==> src/rtl/fire_expand3_ifm_reader_pkg.sv <==
// Shared constants, reader state encoding and a width helper for the
// expand-3x3 input feature-map reader.
package fire_pkg;

  localparam int WIDTH        = 16;
  localparam int CHIN         = 16;
  localparam int KERNEL_DIM   = 3;
  localparam int PAD          = 1;
  localparam int TAPS         = KERNEL_DIM * KERNEL_DIM * CHIN;
  localparam int FLUSH_CYCLES = 2;

  typedef enum logic [2:0] {
    IDLE  = 3'd0,
    RUN   = 3'd1,
    GAP   = 3'd2,
    FLUSH = 3'd3,
    DONE  = 3'd4
  } reader_state_e;

  // Counter width for a range of 'value' states; never narrower than one bit
  // so degenerate ranges still produce a legal vector.
  function automatic int clog2_min1(input int value);
    int result;
    if (value <= 2) begin
      result = 1;
    end else begin
      result = $clog2(value);
    end
    return result;
  endfunction

endpackage

==> src/rtl/fire_expand3_ifm_reader_window_counter.sv <==
// Nested window walker: ch innermost, then kx, ky, ox, oy. Each advance
// steps one tap; after the very last tap of the frame every counter returns
// to zero so the next frame starts from pixel (0,0), tap 0.
module fmap_window_counter #(
  parameter int W_IN       = 64,
  parameter int CHIN       = 16,
  parameter int KERNEL_DIM = 3,
  parameter int CH_W       = fire_pkg::clog2_min1(CHIN),
  parameter int K_W        = fire_pkg::clog2_min1(KERNEL_DIM),
  parameter int P_W        = fire_pkg::clog2_min1(W_IN)
) (
  input  logic            clk,
  input  logic            rst,
  input  logic            clr,
  input  logic            advance,
  output logic [CH_W-1:0] ch,
  output logic [K_W-1:0]  kx,
  output logic [K_W-1:0]  ky,
  output logic [P_W-1:0]  ox,
  output logic [P_W-1:0]  oy,
  output logic            last_tap,
  output logic            last_pixel
);

  logic ch_last_s;
  logic kx_last_s;
  logic ky_last_s;
  logic ox_last_s;
  logic oy_last_s;

  // Terminal-value detection for every level of the nest.
  always_comb begin
    ch_last_s  = (ch == CH_W'(CHIN - 1));
    kx_last_s  = (kx == K_W'(KERNEL_DIM - 1));
    ky_last_s  = (ky == K_W'(KERNEL_DIM - 1));
    ox_last_s  = (ox == P_W'(W_IN - 1));
    oy_last_s  = (oy == P_W'(W_IN - 1));
    last_tap   = ch_last_s && kx_last_s && ky_last_s;
    last_pixel = ox_last_s && oy_last_s;
  end

  // Carry-chained counters; an inner level wrapping steps the next level.
  always_ff @(posedge clk or negedge rst) begin
    if (!rst) begin
      ch <= '0;
      kx <= '0;
      ky <= '0;
      ox <= '0;
      oy <= '0;
    end else if (clr) begin
      ch <= '0;
      kx <= '0;
      ky <= '0;
      ox <= '0;
      oy <= '0;
    end else if (advance) begin
      if (!ch_last_s) begin
        ch <= ch + CH_W'(1);
      end else begin
        ch <= '0;
        if (!kx_last_s) begin
          kx <= kx + K_W'(1);
        end else begin
          kx <= '0;
          if (!ky_last_s) begin
            ky <= ky + K_W'(1);
          end else begin
            ky <= '0;
            if (!ox_last_s) begin
              ox <= ox + P_W'(1);
            end else begin
              ox <= '0;
              if (!oy_last_s) begin
                oy <= oy + P_W'(1);
              end else begin
                oy <= '0;
              end
            end
          end
        end
      end
    end
  end

endmodule

==> src/rtl/fire_expand3_ifm_reader.sv <==
// Feature-map reader for the expand-3x3 MAC array. Issues one RAM read per
// tap in window order, substitutes zeros for the pad-1 border, and presents
// activations with a continuous layer enable: TAPS taps plus GAP_CYCLES
// clear slots per output pixel.
module fire_expand3_ifm_reader #(
  parameter int W_IN       = 64,
  parameter int CHIN       = fire_pkg::CHIN,
  parameter int KERNEL_DIM = fire_pkg::KERNEL_DIM,
  parameter int WIDTH      = fire_pkg::WIDTH,
  parameter int GAP_CYCLES = 1,
  parameter int ADDR_W     = $clog2(W_IN * W_IN * CHIN)
) (
  input  logic              clk,
  input  logic              rst,
  input  logic              start_i,
  output logic              ram_rd_en_o,
  output logic [ADDR_W-1:0] ram_addr_o,
  input  logic [WIDTH-1:0]  ram_data_i,
  output logic              layer_en_o,
  output logic [WIDTH-1:0]  ifm_o,
  output logic              busy_o,
  output logic              done_o
);

  import fire_pkg::*;

  localparam int CH_W  = clog2_min1(CHIN);
  localparam int K_W   = clog2_min1(KERNEL_DIM);
  localparam int P_W   = clog2_min1(W_IN);
  // Two spare bits so that "coordinate minus pad" wraps far above W_IN and
  // a single unsigned compare catches both borders.
  localparam int C_W   = P_W + 2;
  localparam int GAP_W = clog2_min1(GAP_CYCLES);

  reader_state_e state_r;
  reader_state_e state_next;

  logic [GAP_W-1:0] gap_cnt_r;
  logic             flush_cnt_r;
  logic             last_frame_r;

  logic             issue_s;
  logic             gap_slot_s;
  logic             set_last_s;
  logic             cnt_clr_s;

  logic [CH_W-1:0]  ch_s;
  logic [K_W-1:0]   kx_s;
  logic [K_W-1:0]   ky_s;
  logic [P_W-1:0]   ox_s;
  logic [P_W-1:0]   oy_s;
  logic             last_tap_s;
  logic             last_pixel_s;

  logic [C_W-1:0]    iy_s;
  logic [C_W-1:0]    ix_s;
  logic              in_bounds_s;
  logic [ADDR_W-1:0] addr_s;

  logic tap1_r;
  logic pad1_r;
  logic vld1_r;
  logic tap2_r;
  logic pad2_r;
  logic vld2_r;

  fmap_window_counter #(
    .W_IN       (W_IN),
    .CHIN       (CHIN),
    .KERNEL_DIM (KERNEL_DIM),
    .CH_W       (CH_W),
    .K_W        (K_W),
    .P_W        (P_W)
  ) u_window_counter (
    .clk        (clk),
    .rst        (rst),
    .clr        (cnt_clr_s),
    .advance    (issue_s),
    .ch         (ch_s),
    .kx         (kx_s),
    .ky         (ky_s),
    .ox         (ox_s),
    .oy         (oy_s),
    .last_tap   (last_tap_s),
    .last_pixel (last_pixel_s)
  );

  // Input coordinate, border test and linear RAM address of the current tap.
  always_comb begin
    iy_s        = C_W'(oy_s) + C_W'(ky_s) - C_W'(PAD);
    ix_s        = C_W'(ox_s) + C_W'(kx_s) - C_W'(PAD);
    in_bounds_s = (iy_s < C_W'(W_IN)) && (ix_s < C_W'(W_IN));
    addr_s      = ((ADDR_W'(iy_s[P_W-1:0]) * ADDR_W'(W_IN)
                  + ADDR_W'(ix_s[P_W-1:0])) * ADDR_W'(CHIN))
                  + ADDR_W'(ch_s);
  end

  // Next-state and per-cycle slot decisions. A tap is issued on the start
  // edge itself so the first address is visible the cycle after start.
  always_comb begin
    state_next = state_r;
    issue_s    = 1'b0;
    gap_slot_s = 1'b0;
    set_last_s = 1'b0;
    cnt_clr_s  = 1'b0;
    case (state_r)
      IDLE: begin
        if (start_i) begin
          issue_s    = 1'b1;
          state_next = RUN;
        end else begin
          state_next = IDLE;
        end
      end
      RUN: begin
        issue_s = 1'b1;
        if (last_tap_s) begin
          set_last_s = last_pixel_s;
          state_next = GAP;
        end else begin
          state_next = RUN;
        end
      end
      GAP: begin
        gap_slot_s = 1'b1;
        if (gap_cnt_r == GAP_W'(GAP_CYCLES - 1)) begin
          if (last_frame_r) begin
            state_next = FLUSH;
          end else begin
            state_next = RUN;
          end
        end else begin
          state_next = GAP;
        end
      end
      FLUSH: begin
        if (flush_cnt_r == 1'(FLUSH_CYCLES - 1)) begin
          state_next = DONE;
        end else begin
          state_next = FLUSH;
        end
      end
      DONE: begin
        cnt_clr_s  = 1'b1;
        state_next = IDLE;
      end
      default: begin
        state_next = IDLE;
      end
    endcase
  end

  // State register plus gap/flush slot counters and the last-window marker.
  always_ff @(posedge clk or negedge rst) begin
    if (!rst) begin
      state_r      <= IDLE;
      gap_cnt_r    <= '0;
      flush_cnt_r  <= 1'b0;
      last_frame_r <= 1'b0;
    end else begin
      state_r <= state_next;
      if ((state_r == GAP) && (state_next == GAP)) begin
        gap_cnt_r <= gap_cnt_r + GAP_W'(1);
      end else begin
        gap_cnt_r <= '0;
      end
      if ((state_r == FLUSH) && (state_next == FLUSH)) begin
        flush_cnt_r <= flush_cnt_r + 1'b1;
      end else begin
        flush_cnt_r <= 1'b0;
      end
      if (set_last_s) begin
        last_frame_r <= 1'b1;
      end else if (state_r == DONE) begin
        last_frame_r <= 1'b0;
      end else begin
        last_frame_r <= last_frame_r;
      end
    end
  end

  // RAM request register; the address is held across padded taps and gaps.
  always_ff @(posedge clk or negedge rst) begin
    if (!rst) begin
      ram_rd_en_o <= 1'b0;
      ram_addr_o  <= '0;
    end else begin
      ram_rd_en_o <= issue_s && in_bounds_s;
      if (issue_s && in_bounds_s) begin
        ram_addr_o <= addr_s;
      end else begin
        ram_addr_o <= ram_addr_o;
      end
    end
  end

  // Slot/tap/pad flags travelling alongside the RAM access latency.
  always_ff @(posedge clk or negedge rst) begin
    if (!rst) begin
      tap1_r <= 1'b0;
      pad1_r <= 1'b0;
      vld1_r <= 1'b0;
      tap2_r <= 1'b0;
      pad2_r <= 1'b0;
      vld2_r <= 1'b0;
    end else begin
      tap1_r <= issue_s;
      pad1_r <= issue_s && !in_bounds_s;
      vld1_r <= issue_s || gap_slot_s;
      tap2_r <= tap1_r;
      pad2_r <= pad1_r;
      vld2_r <= vld1_r;
    end
  end

  // Activation and enable to the MAC array; pads and clear slots give zero.
  always_ff @(posedge clk or negedge rst) begin
    if (!rst) begin
      layer_en_o <= 1'b0;
      ifm_o      <= '0;
    end else begin
      layer_en_o <= vld2_r;
      if (tap2_r && !pad2_r) begin
        ifm_o <= ram_data_i;
      end else begin
        ifm_o <= '0;
      end
    end
  end

  // Handshake to the layer controller: busy from start, done after drain.
  always_ff @(posedge clk or negedge rst) begin
    if (!rst) begin
      busy_o <= 1'b0;
      done_o <= 1'b0;
    end else begin
      busy_o <= (state_next != IDLE);
      done_o <= (state_r == DONE);
    end
  end

endmodule

==> config.mk <==
export PLATFORM = sky130hd
export DESIGN_NAME = fire_expand3_ifm_reader
export DESIGN_NICKNAME = d
export VERILOG_FILES = /design/src/rtl/fire_expand3_ifm_reader_pkg.sv /design/src/rtl/fire_expand3_ifm_reader_window_counter.sv /design/src/rtl/fire_expand3_ifm_reader.sv
export SDC_FILE = /design/constraint.sdc
export NUM_CORES = 1
export LEC_CHECK = 0
export CAP_MARGIN = 40
export CORE_ASPECT_RATIO = 2
export CORE_MARGIN = 2
export CORE_UTILIZATION = 53
export CTS_CLUSTER_SIZE = 28
export DETAILED_ROUTE_END_ITERATION = 8
export PLACE_DENSITY = 0.79
export SLEW_MARGIN = 20
export SYNTH_ARGS = -nofsm -noshare
export SYNTH_HDL_FRONTEND = slang
export SYNTH_HIERARCHICAL = 1
export SYNTH_SLANG_ARGS = --single-unit
==> constraint.sdc <==
create_clock -name clk -period 4.1 [get_ports clk]
set_clock_uncertainty 0.2 [all_clocks]
set_input_delay 1.23 -clock clk [delete_from_list [all_inputs] [get_ports clk]]
set_output_delay 1.23 -clock clk [all_outputs]
set_load 0.1 [all_outputs]
==> run metrics <==
status finished clean; n_diodes 0; Skew-Pair Late Insertion Delay 330 ps; grt total ovfl 0; Chip Width 60.8 um; P&R area growth vs syn 34.1%; EDFF count, synth 0; switching fraction of total power 0.226; clock-pin slew of the registers on the worst-case setup and hold paths approximately 50 ps; post-synthesis sequential area ratio 0.497; fin. max-slew vios 0; initial antenna violation count 0; combinational share of power 0.088; Syn Area/Cell roughly 11 um2; vias per std cell about 5.5; post-route setup slack 596 ps; sequential power share 0.417; Most used DFF post-synth dfrtp_1; TritonRoute pass-1 iters 4; Post-CTS Resized 0; number of port buffers 54; min cycle time layout ~3500 ps; Worst Hold Slack ~150 ps; Tot Pwr roughly 1.6 mW; Die Y about 120 um; #FFs+latches synth slightly below 70; CP Capture Type register; H-tree levels 3; cell area after layout between 4000 and 5000 um2; Max VDD drop 0.280 mV; total CTS buffers 9; synthesized area ~3400 um2; sequential cell area about 1700 um2; # rows 41; syn_nets about 350; IO Pins 55; Routed Antenna Nets 0; Critical Path RT 4110 ps; CTS root buf clkbuf_16; Setup Crit Path Kind reg2reg; startpoint type of the worst setup path register; Starting Density 0.547; Final Cycle Share 0.855; Area after DPL between 4000 and 5000 um2; pre-CTS setup slack around 450 ps; final core occ 0.733; Least-Margin Pin Slew approximately 770 ps; Initial DRC Count 100; clock share of power 0.495; RePlAce Congestion approximately 0.83; vias in the first global route 2674; Max FO, Critical Path 17; cell taking the most area after synthesis dfrtp_1; Synth warnings 6; post-detailed-route wirelength per cell around 16 um; P per Cell Area ~360 nW/um2; Cells after Synth 311; Placed Cells between 400 and 500; max cap viols 0; multi-input logic area around 1500 um2; HPWL Detailed ~5.1 mm; first-pass GRT wire length ~12 mm; Synth cell types 54; drt drc 0; Total Nets Final ~430; TNS Setup 0 ps; non-filler cells, final about 480; routed wire length roughly 7.6 mm; internal power 1.27 mW; layout cell share with drive strength beyond 1 0.212; Min-Delay Path Class reg2reg; RSZ-0062 raised after global routing no; Commonest cells post-synth dfrtp_1 (68), inv_1 (34), ha_1 (21); largest net degree at the start of global routing just under 70; setup violators final 0; Fillers about 430; relative slew slack 0.487; CTS Hold Buffers Added 0; Core ar. around 6300 um2; Final Hold Viols 0; Synth async-reset ratio 1.00; share of the synthesized area in the top cell type 0.497; Switch Pwr 370 uW; CTS Buffer Depth 2; area of the die ~7200 um2; static leakage between 2 and 2.5 nW; most repeated cell in the gate-level netlist after synthesis dfrtp_1; largest cells by area after synthesis dfrtp_1 (50%), ha_1 (7.7%), inv_1 (3.7%); Max Fclk about 0.29 GHz; Arr. time, crit path 3520 ps; clk sinks 68; All-Layer GR Usage 0.233; DR vias around 2600; CTS tree done; Post-CTS Setup Bufs 0
## path summary, 6_finish.rpt
| path | endpoint | depth (start not counted) | start | slack (ps) |
|---|---|---|---|---|
| max in group asynchronous | ifm_o[1] | 3 | rst | 2570 |
| hold / removal | pad2_r | 0 | pad1_r | 150 |
| setup / recovery | ram_addr_o[14] | 11 | u_window_counter/ky[1] | 600 |
| setup reg to reg | ram_addr_o[14] | 11 | u_window_counter/ky[1] | 600 |
| hold reg to reg | pad2_r | 0 | pad1_r | 150 |
| min in group asynchronous | ifm_o[11] | 2 | rst | 620 |
## layout by cell type (no fill, tap or decap), drive strengths merged, types with 3 or more instances in the layout
| cell | instances |
|---|---|
| nand4 | 4 |
| nand3 | 7 |
| nor3b | 4 |
| mux2 | 14 |
| or2 | 5 |
| a22o | 3 |
| clkdlybuf4s50 | 34 |
| buf | 40 |
| nand2 | 12 |
| clkbuf | 10 |
| a211oi | 3 |
| nor2b | 6 |
| inv | 34 |
| xnor2 | 5 |
| mux2i | 9 |
| o21ai | 8 |
| xor2 | 4 |
| dfrtp | 68 |
| ha | 21 |
| a21oi | 15 |
| and4 | 3 |
| nand3b | 3 |
| nor2 | 20 |
| a21o | 3 |
| nor3 | 4 |
| a31oi | 4 |
| and2 | 18 |
## flip-flops by register name, summed over array words and instances (netlist names)
| signal | count |
|---|---|
| ifm_o | 16 |
| ram_addr_o | 16 |
| u_window_counter/ox | 6 |
| u_window_counter/oy | 6 |
| u_window_counter/ch | 4 |
| state_r | 3 |
| u_window_counter/kx | 2 |
| u_window_counter/ky | 2 |
| busy_o | 1 |
| done_o | 1 |
| flush_cnt_r | 1 |
| gap_cnt_r | 1 |
| last_frame_r | 1 |
| layer_en_o | 1 |
| pad1_r | 1 |
| pad2_r | 1 |
| ram_rd_en_o | 1 |
| tap1_r | 1 |
| tap2_r | 1 |
| vld1_r | 1 |
| vld2_r | 1 |
## kinds of logic after synthesis
group,share of synthesized area
multiplexers,0.0790
XOR/XNOR,0.0230
adder cells (fa/ha/maj),0.0885
AND/OR/NAND/NOR,0.159
buffers and inverters,0.0516
flip-flops,0.497
AO/OA/AOI/OAI,0.101
other,0.00110
## critical path: stages (launching register included)
cell	delay, ps
dfrtp_1	400
inv_1	90
ha_1	290
inv_1	60
ha_1	190
inv_1	60
fa_1	410
nor2b_1	180
o211ai_1	130
a22oi_1	430
nand4_4	490
mux2_4	440
## layout make-up
cell class / count / area share
clock buffers: 10 / 0.0499
clock inverters: 6 / 0.0194
flip-flops and latches: 68 / 0.371
multi-input cells: 200 / 0.337
inverters: 34 / 0.0278
well taps: 86 / 0.0235
repair buffers: 74 / 0.171
## power groups by stage
stage	Combinational, mW	Clock (mW)	Sequential [mW]
after floorplan	0.00513	0	0.754
after global placement	0.112	0	0.694
after detailed placement	0.141	0	0.694
after CTS	0.143	0.822	0.683
after global routing	0.151	0.856	0.683
final	0.145	0.810	0.683
## per-layer routing
metal	global-route usage	vias up	wire length, um
li1	-	1228	-
met1	0.255	1283	2810
met2	0.392	86	4160
met3	0.0582	21	304
met4	0.122	0	284
met5	0	-	0
Power figures use the tool's default switching activity.
